<file path="src/rtl/wa_arb_mon.sv">
// rtl/wa_arb_mon.sv - N-channel write-address arbitration rule monitor (optional starvation check: WA_ARB_MON_STARVE_EN)
module wa_arb_mon #(
    parameter int NCH        = 3,
    parameter int WW         = 16,
    parameter int CW         = 17,
    parameter int ECW        = 16,
    parameter int STARVE_MAX = 64
) (
    input  logic                    clk,
    input  logic                    rst,
    input  logic                    arb_en,
    input  logic [1:0]              arb_mode,
    input  logic [NCH*WW-1:0]       weight,
    input  logic [NCH-1:0]          wavalid,
    input  logic [NCH-1:0]          waready,
    input  logic [NCH-1:0]          wasuc,
    input  logic                    clr_err,
    output logic [7:0]              err_vec,
    output logic [ECW-1:0]          err_cnt,
    output logic [2:0]              first_err_code,
    output logic [$clog2(NCH)-1:0]  first_err_ch,
    output logic [NCH-1:0]          starve_ch
);
    localparam int CHW = $clog2(NCH);

    logic [CW-1:0]       r_run [NCH];
    logic [NCH-1:0]      r_vld_d;
    logic [7:0]          r_err_vec;
    logic [ECW-1:0]      r_err_cnt;
    logic [2:0]          r_first_code;
    logic [CHW-1:0]      r_first_ch;
    logic [NCH-1:0]      r_starve;

    logic [7:0][NCH-1:0] w_rule_ch;
    logic [7:0]          w_hits;
    logic                w_any_hit;
    logic [2:0]          w_code;
    logic [CHW-1:0]      w_ch;
    logic [NCH-1:0]      w_starve_hit;
    logic [ECW-1:0]      w_cnt_base;

    function automatic logic [CHW-1:0] lowest_set(input logic [NCH-1:0] v);
        lowest_set = '0;
        for (int c = NCH - 1; c >= 0; c--) begin
            if (v[c]) lowest_set = CHW'(c);
        end
    endfunction

`ifdef WA_ARB_MON_STARVE_EN
    localparam int WTW = $clog2(STARVE_MAX + 1);

    logic [WTW-1:0] r_wait     [NCH];
    logic [WTW-1:0] w_wait_nxt [NCH];

    // Next waiting time per channel; a channel is starving once it reaches STARVE_MAX
    always_comb begin
        for (int i = 0; i < NCH; i++) begin
            if (wasuc[i] || !wavalid[i])
                w_wait_nxt[i] = '0;
            else if (arb_en && r_wait[i] != WTW'(STARVE_MAX))
                w_wait_nxt[i] = r_wait[i] + WTW'(1);
            else
                w_wait_nxt[i] = r_wait[i];
            w_starve_hit[i] = (w_wait_nxt[i] == WTW'(STARVE_MAX));
        end
    end

    // Waiting-time registers
    always_ff @(posedge clk or posedge rst) begin
        if (rst) begin
            for (int i = 0; i < NCH; i++) r_wait[i] <= '0;
        end else begin
            for (int i = 0; i < NCH; i++) r_wait[i] <= w_wait_nxt[i];
        end
    end
`else
    assign w_starve_hit = '0;
`endif

    // Per-rule offending-channel vectors from current strobes and registered state
    always_comb begin
        logic [NCH-1:0] v_lower;
        logic [CW-1:0]  v_quota;
        logic           v_pend;
        w_rule_ch = '0;
        v_lower   = '0;
        for (int i = 0; i < NCH; i++) begin
            v_quota = (weight[i*WW +: WW] == '0) ? CW'(1) : CW'(weight[i*WW +: WW]);
            v_pend  = |(r_vld_d & ~(NCH'(1) << i));
            w_rule_ch[0][i] = ($countones(wasuc) > 1) && wasuc[i];
            w_rule_ch[1][i] = wasuc[i] && !(wavalid[i] && waready[i]);
            w_rule_ch[2][i] = !arb_en && wasuc[i] && (i != 0);
            w_rule_ch[3][i] = arb_en && (arb_mode == 2'd0) && wasuc[i] && (|v_lower);
            w_rule_ch[4][i] = arb_en && (arb_mode == 2'd1) && wasuc[i] && (r_run[i] != '0) && v_pend;
            w_rule_ch[5][i] = arb_en && (arb_mode == 2'd2) && wasuc[i] && (r_run[i] >= v_quota) && v_pend;
            w_rule_ch[6][i] = arb_en && (arb_mode == 2'd3) && wasuc[i];
            v_lower[i] = wavalid[i];
        end
        w_rule_ch[7] = w_starve_hit;
    end

    // Collapse rule vectors and pick the lowest rule / lowest channel for first-error capture
    always_comb begin
        w_code = '0;
        w_ch   = '0;
        for (int r = 0; r < 8; r++) w_hits[r] = |w_rule_ch[r];
        for (int r = 7; r >= 0; r--) begin
            if (w_hits[r]) begin
                w_code = 3'(r);
                w_ch   = lowest_set(w_rule_ch[r]);
            end
        end
    end

    assign w_any_hit  = |w_hits;
    assign w_cnt_base = clr_err ? '0 : r_err_cnt;

    // Consecutive-grant run length per channel; any grant elsewhere restarts it
    always_ff @(posedge clk or posedge rst) begin
        if (rst) begin
            for (int i = 0; i < NCH; i++) r_run[i] <= '0;
            r_vld_d <= '0;
        end else begin
            r_vld_d <= wavalid;
            for (int i = 0; i < NCH; i++) begin
                if (wasuc[i] && arb_en) begin
                    if (r_run[i] != '1) r_run[i] <= r_run[i] + CW'(1);
                end else if (|(wasuc & ~(NCH'(1) << i))) begin
                    r_run[i] <= '0;
                end
            end
        end
    end

    // Sticky flags, saturating hit-cycle counter and first-error capture; clear acts before new hits
    always_ff @(posedge clk or posedge rst) begin
        if (rst) begin
            r_err_vec    <= '0;
            r_err_cnt    <= '0;
            r_first_code <= '0;
            r_first_ch   <= '0;
            r_starve     <= '0;
        end else begin
            r_err_vec <= (clr_err ? 8'h00 : r_err_vec) | w_hits;
            r_err_cnt <= (w_any_hit && w_cnt_base != '1) ? w_cnt_base + ECW'(1) : w_cnt_base;
            r_starve  <= (clr_err ? '0 : r_starve) | w_starve_hit;
            if (w_any_hit && (r_err_vec == 8'h00 || clr_err)) begin
                r_first_code <= w_code;
                r_first_ch   <= w_ch;
            end else if (clr_err) begin
                r_first_code <= '0;
                r_first_ch   <= '0;
            end
        end
    end

    assign err_vec        = r_err_vec;
    assign err_cnt        = r_err_cnt;
    assign first_err_code = r_first_code;
    assign first_err_ch   = r_first_ch;
    assign starve_ch      = r_starve;

endmodule

</file>
<file path="config.mk">
export PLATFORM = sky130hd
export DESIGN_NAME = wa_arb_mon
export DESIGN_NICKNAME = d
export VERILOG_FILES = /design/src/rtl/wa_arb_mon.sv
export SDC_FILE = /design/constraint.sdc
export NUM_CORES = 1
export LEC_CHECK = 0
export ABC_AREA = 1
export CORE_MARGIN = 3
export CORE_UTILIZATION = 52
export CTS_BUF_LIST = sky130_fd_sc_hd__clkbuf_4 sky130_fd_sc_hd__clkbuf_8 sky130_fd_sc_hd__clkbuf_16
export DETAILED_ROUTE_END_ITERATION = 10
export HOLD_SLACK_MARGIN = 0.06
export PLACE_DENSITY = 0.77
export SLEW_MARGIN = 10
export SYNTH_ARGS = -nofsm -noshare
export SYNTH_HDL_FRONTEND = slang
export SYNTH_SLANG_ARGS = --single-unit
export TNS_END_PERCENT = 30
</file>
<file path="constraint.sdc">
create_clock -name clk -period 3.25 [get_ports clk]
set_input_delay 0.65 -clock clk [delete_from_list [all_inputs] [get_ports clk]]
set_output_delay 0.65 -clock clk [all_outputs]
set_load 0.005 [all_outputs]
</file>
Word-level counts from Yosys, hierarchy flattened

Index checks and enable logic that the tools add are counted.

Add/sub/neg operators: 6
Bitwise logic cells: 1
Reduce and logical (&&, ||, !) cells: 80
Muxes and demuxes: 52
Magnitude comparators: 4
Equality and inequality tests: 10

Operators with widths:

| cell                    | count |
|---|---|
| $mux W17                | 9 |
| $mux W16                | 5 |
| $mux W2                 | 28 |
| $add A17 B1 Y17 const B | 3 |
| $ge A17 B16 Y1          | 3 |
| $ne A17 B17 Y1 const B  | 3 |
| $reduce_bool A17 Y1     | 3 |
| $logic_not A16 Y1       | 3 |
| $logic_and A1 B1 Y1     | 45 |
| $mux W3                 | 9 |
| $reduce_or A19 Y1       | 1 |
| $reduce_or A2 Y1        | 9 |
| $add A16 B1 Y16 const B | 1 |
| $ne A16 B16 Y1 const B  | 1 |
| $reduce_or A3 Y1        | 5 |
| $logic_not A8 Y1        | 1 |
| $mux W8                 | 1 |
| $or A8 B7 Y8            | 1 |
| $reduce_bool A2 Y1      | 4 |
| $ne A2 B1 Y1 const B    | 3 |
| $reduce_and A2 Y1       | 3 |
| $eq A2 B2 Y1 const B    | 2 |
| $logic_not A1 Y1        | 4 |
| $add A2 B1 Y3           | 1 |
| 5 further kinds         | 5 |

Bits of input ports: 63
Output and inout port bits: 32
Register bits after elaboration: 83
Word-level logic and storage cells: 161

Longest topological paths before layout

Gate-level depths: netlist of run 1.

Depth after elaboration: 15
Depth in mapped cells: 27
Gate-level depth less buffers: 27

Least setup slack after synthesis of run 1

Ideal clock, no wire load.

Kind: input to register
From: input port weight[12]
To: register r_err_cnt[10], in the netlist err_cnt[10]
Stages: 24
Required time: 3121 ps
Arrival time: 2667 ps
Setup time: 129 ps
Path buffers: 0
Setup slack: 455 ps
Cell sequence: nor4_1 > nand3_1 > o41ai_1 > ha_1 > inv_1 > nor2_1 > nand2_1 > nor2_1 > nand2_1 > nand2_1 > nor2_1 > nand2_1 > nand2_1 > nand2_1 > inv_1 > nand2_2 > nor2_4 > nand2_4 > nand2_8 > nor2_4 > nand2_4 > nor2_4 > nand2_2 > xnor2_2

Cells in the longest elaborated chain, start to end: 8

Ends and longest elaborated chain:

| what                                | line | RTL |
|---|---|---|
| start, declared                     | 13   | `input logic [NCH*WW-1:0] weight,` |
| $logic_not A16 Y1                   | 88   | `v_quota = (weight[i*WW +: WW] == '0) ? CW'(1) : CW'(weight[i*WW +: WW]);` |
| $mux W16 *                          | 88   |  |
| $ge A17 B16 Y1 *                    | 95   | `w_rule_ch[5][i] = arb_en && (arb_mode == 2'd2) && wasuc[i] && (r_run[i] >= v_quota) && v_pend;` |
| $logic_and A1 B1 Y1 * (2 in series) | 95   |  |
| $reduce_or A19 Y1 *                 | 115  | `assign w_any_hit = \|w_hits;` |
| $logic_and A1 B1 Y1 *               | 145  | `r_err_cnt <= (w_any_hit && w_cnt_base != '1) ? w_cnt_base + ECW'(1) : w_cnt_base;` |
| $mux W16 *                          | 145  |  |
| end signal, assigned                | 145  |  |
| end, declared                       | 29   | `logic [ECW-1:0] r_err_cnt;` |

Every way passes the cells marked *; elsewhere a longest branch is shown, timed or not.
A chain may end at the register's enable or synchronous reset.

Worst setup path after layout of run 1

From: input port weight[4]
To: register r_err_cnt[10], in the netlist err_cnt[10]

The elaborated chain is that of the path after synthesis.

==> results of run 1 <==
-- sequential cells by signal, summed over array words and instances (netlist names) --
register and flops:
r_vld_d 3, first_err_ch 2, err_vec 7, first_err_code 3, r_run 51, err_cnt 16
-- cells by family after synthesis --
logic type               Yosys count  synth area share [%]
XOR/XNOR                          16                  2.30
adder cells (fa/ha/maj)           60                  11.7
flip-flops                        82                  31.9
buffers and inverters            207                  12.7
AO/OA/AOI/OAI                    120                  10.7
other                              1                0.0584
AND/OR/NAND/NOR                  392                  30.6
-- repair_timing --
action | 4_1_cts | 5_1_grt
buffers inserted | 0 | 3
gates resized for setup | 0 | 20
setup endpoints to repair | 0 | 30
-- cell type report --
type / instances / area (um^2) / area share, %
Multi-Input combinational cell: 592 / 3610 / 44.4
Sequential cell: 82 / 2050 / 25.2
Timing Repair Buffer: 129 / 1230 / 15.1
Inverter: 199 / 763 / 9.38
Clock buffer: 13 / 268 / 3.29
Tap cell: 164 / 205 / 2.52
Clock inverter: 2 / 12.5 / 0.154
-- worst max path at each step --
stage | end | startpoint | slack, ps | depth (start not counted)
detailed placement | err_cnt[10] | weight[12] | -280 | 25
floorplan | err_cnt[10] | weight[12] | 450 | 24
CTS | err_cnt[10] | weight[12] | 70 | 25
global placement | err_cnt[10] | weight[12] | -250 | 25
finish | err_cnt[10] | weight[4] | 230 | 25
global route | err_cnt[10] | weight[4] | 10 | 25
-- power breakdown --
| part | switching, mW | internal (mW) |
|---|---|---|
| Sequential | 0.0241 | 1.05 |
| Clock | 0.403 | 0.571 |
| Combinational | 0.254 | 0.214 |
-- worst min-delay path: stages (launching register included) --
cell and delay [ps]:
dfrtp_1 350, nand2_1 50, nand2_1 50
-- stage by stage --
stage	power [mW]	cells	hold WS [ps]	worst slack [ps]
after floorplan	1.33	881	472	455
after global placement	1.55	1163	471	-246
after CTS	2.53	1178	489	65.6
final	2.52	1181	489	229
after detailed placement	1.56	1163	473	-278
after global routing	2.63	1181	508	12.9
-- placed cells by master (no fill, tap or decap), types with 4 or more instances in the layout --
cell type	instances
ha_1	60
nor2_4	7
nor2_2	10
nor4_1	13
nand4_1	23
dlymetal6s2s_1	8
dfrtp_1	82
nand3_1	28
o22ai_1	4
inv_2	31
inv_1	164
nand2_2	6
a21oi_1	42
nor3_2	7
o21ai_0	48
buf_4	38
nor3_1	32
nand2_1	164
clkbuf_16	9
conb_1	4
clkdlybuf4s50_1	82
o21a_1	5
xor2_1	12
nor2_1	78
-- layer usage --
layer	vias up	share of wire, %
li1	3091	-
met1	2781	46
met2	152	48
met3	23	4.5
met4	0	1.2
met5	-	0
==> qor.yml, run 1 <==
status:
  outcome: "finished, final reports clean"
setup_path:
  crit_family: "simple AND/OR/NAND/NOR gates"
  crit_top_cell: "nand2_1"
  r2r_setup_slack_ps: 350
  crit_slowest_cell: "clkdlybuf4s50_1"
  r2r_start: "r_run[0]"
  critPathBufInv: 4
  critical_path_arrival_ps: 3240
  critPathMaxStageDelay_ps: 410
  path_max_fanout: 5
  worstSetupEndpointType: "flip-flop"
  worstSetupStartpointType: "input port"
  crit_type: "input port to flip-flop"
  r2r_cells: 18
  r2r_end: "r_run[11]"
  worstPathRequired_ps: 3470
power:
  power_density_mw_per_mm2: 310
  peakVddDrop_v: 0.000265
  p_leak_nw: 4.14
yosys:
  yosys-top-cells-count: "168 x inv_1, 164 x nand2_1, 82 x dfrtp_1, 80 x nor2_1, 60 x ha_1"
  ys_async_sr_fraction_pct: 100
  synth_edf_count: 0
  yosysUniqueCellTypes: 56
  yosys_most_used_dff: "dfrtp_1"
  yosysWarnings: 0
  syn_area_mm2: 0.00642
  yosys.area.top_type: "dfrtp_1"
  yosysTopAreaCellShare_pct: 31.9
  synth.most_common_cell: "inv_1"
  ys_seq_elements: 82
  syn_area_per_cell_um2: 7.32
  ys_seq_area_share_pct: 31.9
  syn_inst: 878
  synth_area_leaders: "dfrtp_1 32%, ha_1 12%, inv_1 9.8%, nand2_1 9.6%, nor2_1 4.7%"
routing:
  postRouteAntennaNets: 0
  drtPass1Iterations: 6
  via_per_inst: 5.12
  post_drt_wl_per_cell_um: 13.9
  drt_iter0_markers: 363
  drc: 0
  wl_um: 16400
  dr_total_vias: 6047
floorplan:
  die_x_um: 117
  std_cell_rows: 39
  die_area_mm2: 0.0137
  die_y_um: 117
  core_area_mm2: 0.0118
  initial_core_util_pct: 54.6
  io_pins: 95
timing:
  final.setup_skew_ps: 6.71
  tns_ps: 0
  relSlewSlack_pct: 50.8
  slew_violations: 0
  post-route-min-period_ps: 3020
  hold_viol_final: 0
  finalSetupViolations: 0
  post-route-period-util_pct: 93.0
  rsz0062_at_grt: "no"
  worst_pin_slew_ps: 738
  fmax_ghz: 0.331
global_routing:
  grt-ovfl-total: 0
  grtUsageTotal_pct: 24.9
  grt_start_max_net_pins: 44
  grt_util_met1_pct: 33.8
  gr-usage-met3_pct: 3.60
  grt_pass1_wl_um: 27300
  grt_pass1_vias: 5935
  antenna_found_initial: 0
  busiest_layer: "met2"
  grt_use_met2_pct: 42.5
clock_tree:
  cts_tree: "built"
  ctsHtreeMaxLevel: 3
  clockRootBuffer: "clkbuf_16"
  clkSlewWorstSetupHoldPaths_ps: 60
  ctsHoldBuffers: 0
  cts_inserted_buffers: 9
  clk_latency_ps: 340
  cts.sinks: 82
  cts_buffer_depth: 2
place:
  hpwlAfterDp_um: 12700
  gp_congestion: 0.898
  port_buffers: 90
  placed_area_mm2: 0.00777
finish:
  fillers: 1010
  finalNetCount: 1136
  antenna_cells: 0
  final_layout_size_suffix_gt1_share_pct: 14.1
  finalInstanceArea_mm2: 0.00814
  final_util_pct: 69.2
  syn_to_final_growth_pct: 26.6
hold_path:
  hp-class: "flip-flop to flip-flop"
  hold_path_end: "first_err_ch[1]"
  hp-start: "first_err_ch[1]"
  holdPathStages: 2
job:
  max_cap_violations: 0
No activity file was read; power rests on OpenSTA's default activity.
==> run 2, diff against run 1 <==
- ABC_CLOCK_PERIOD_IN_PS: unset -> 3250
==> results of run 2 <==
No change in the layout: final DEF, timing and power equal those of run 1.
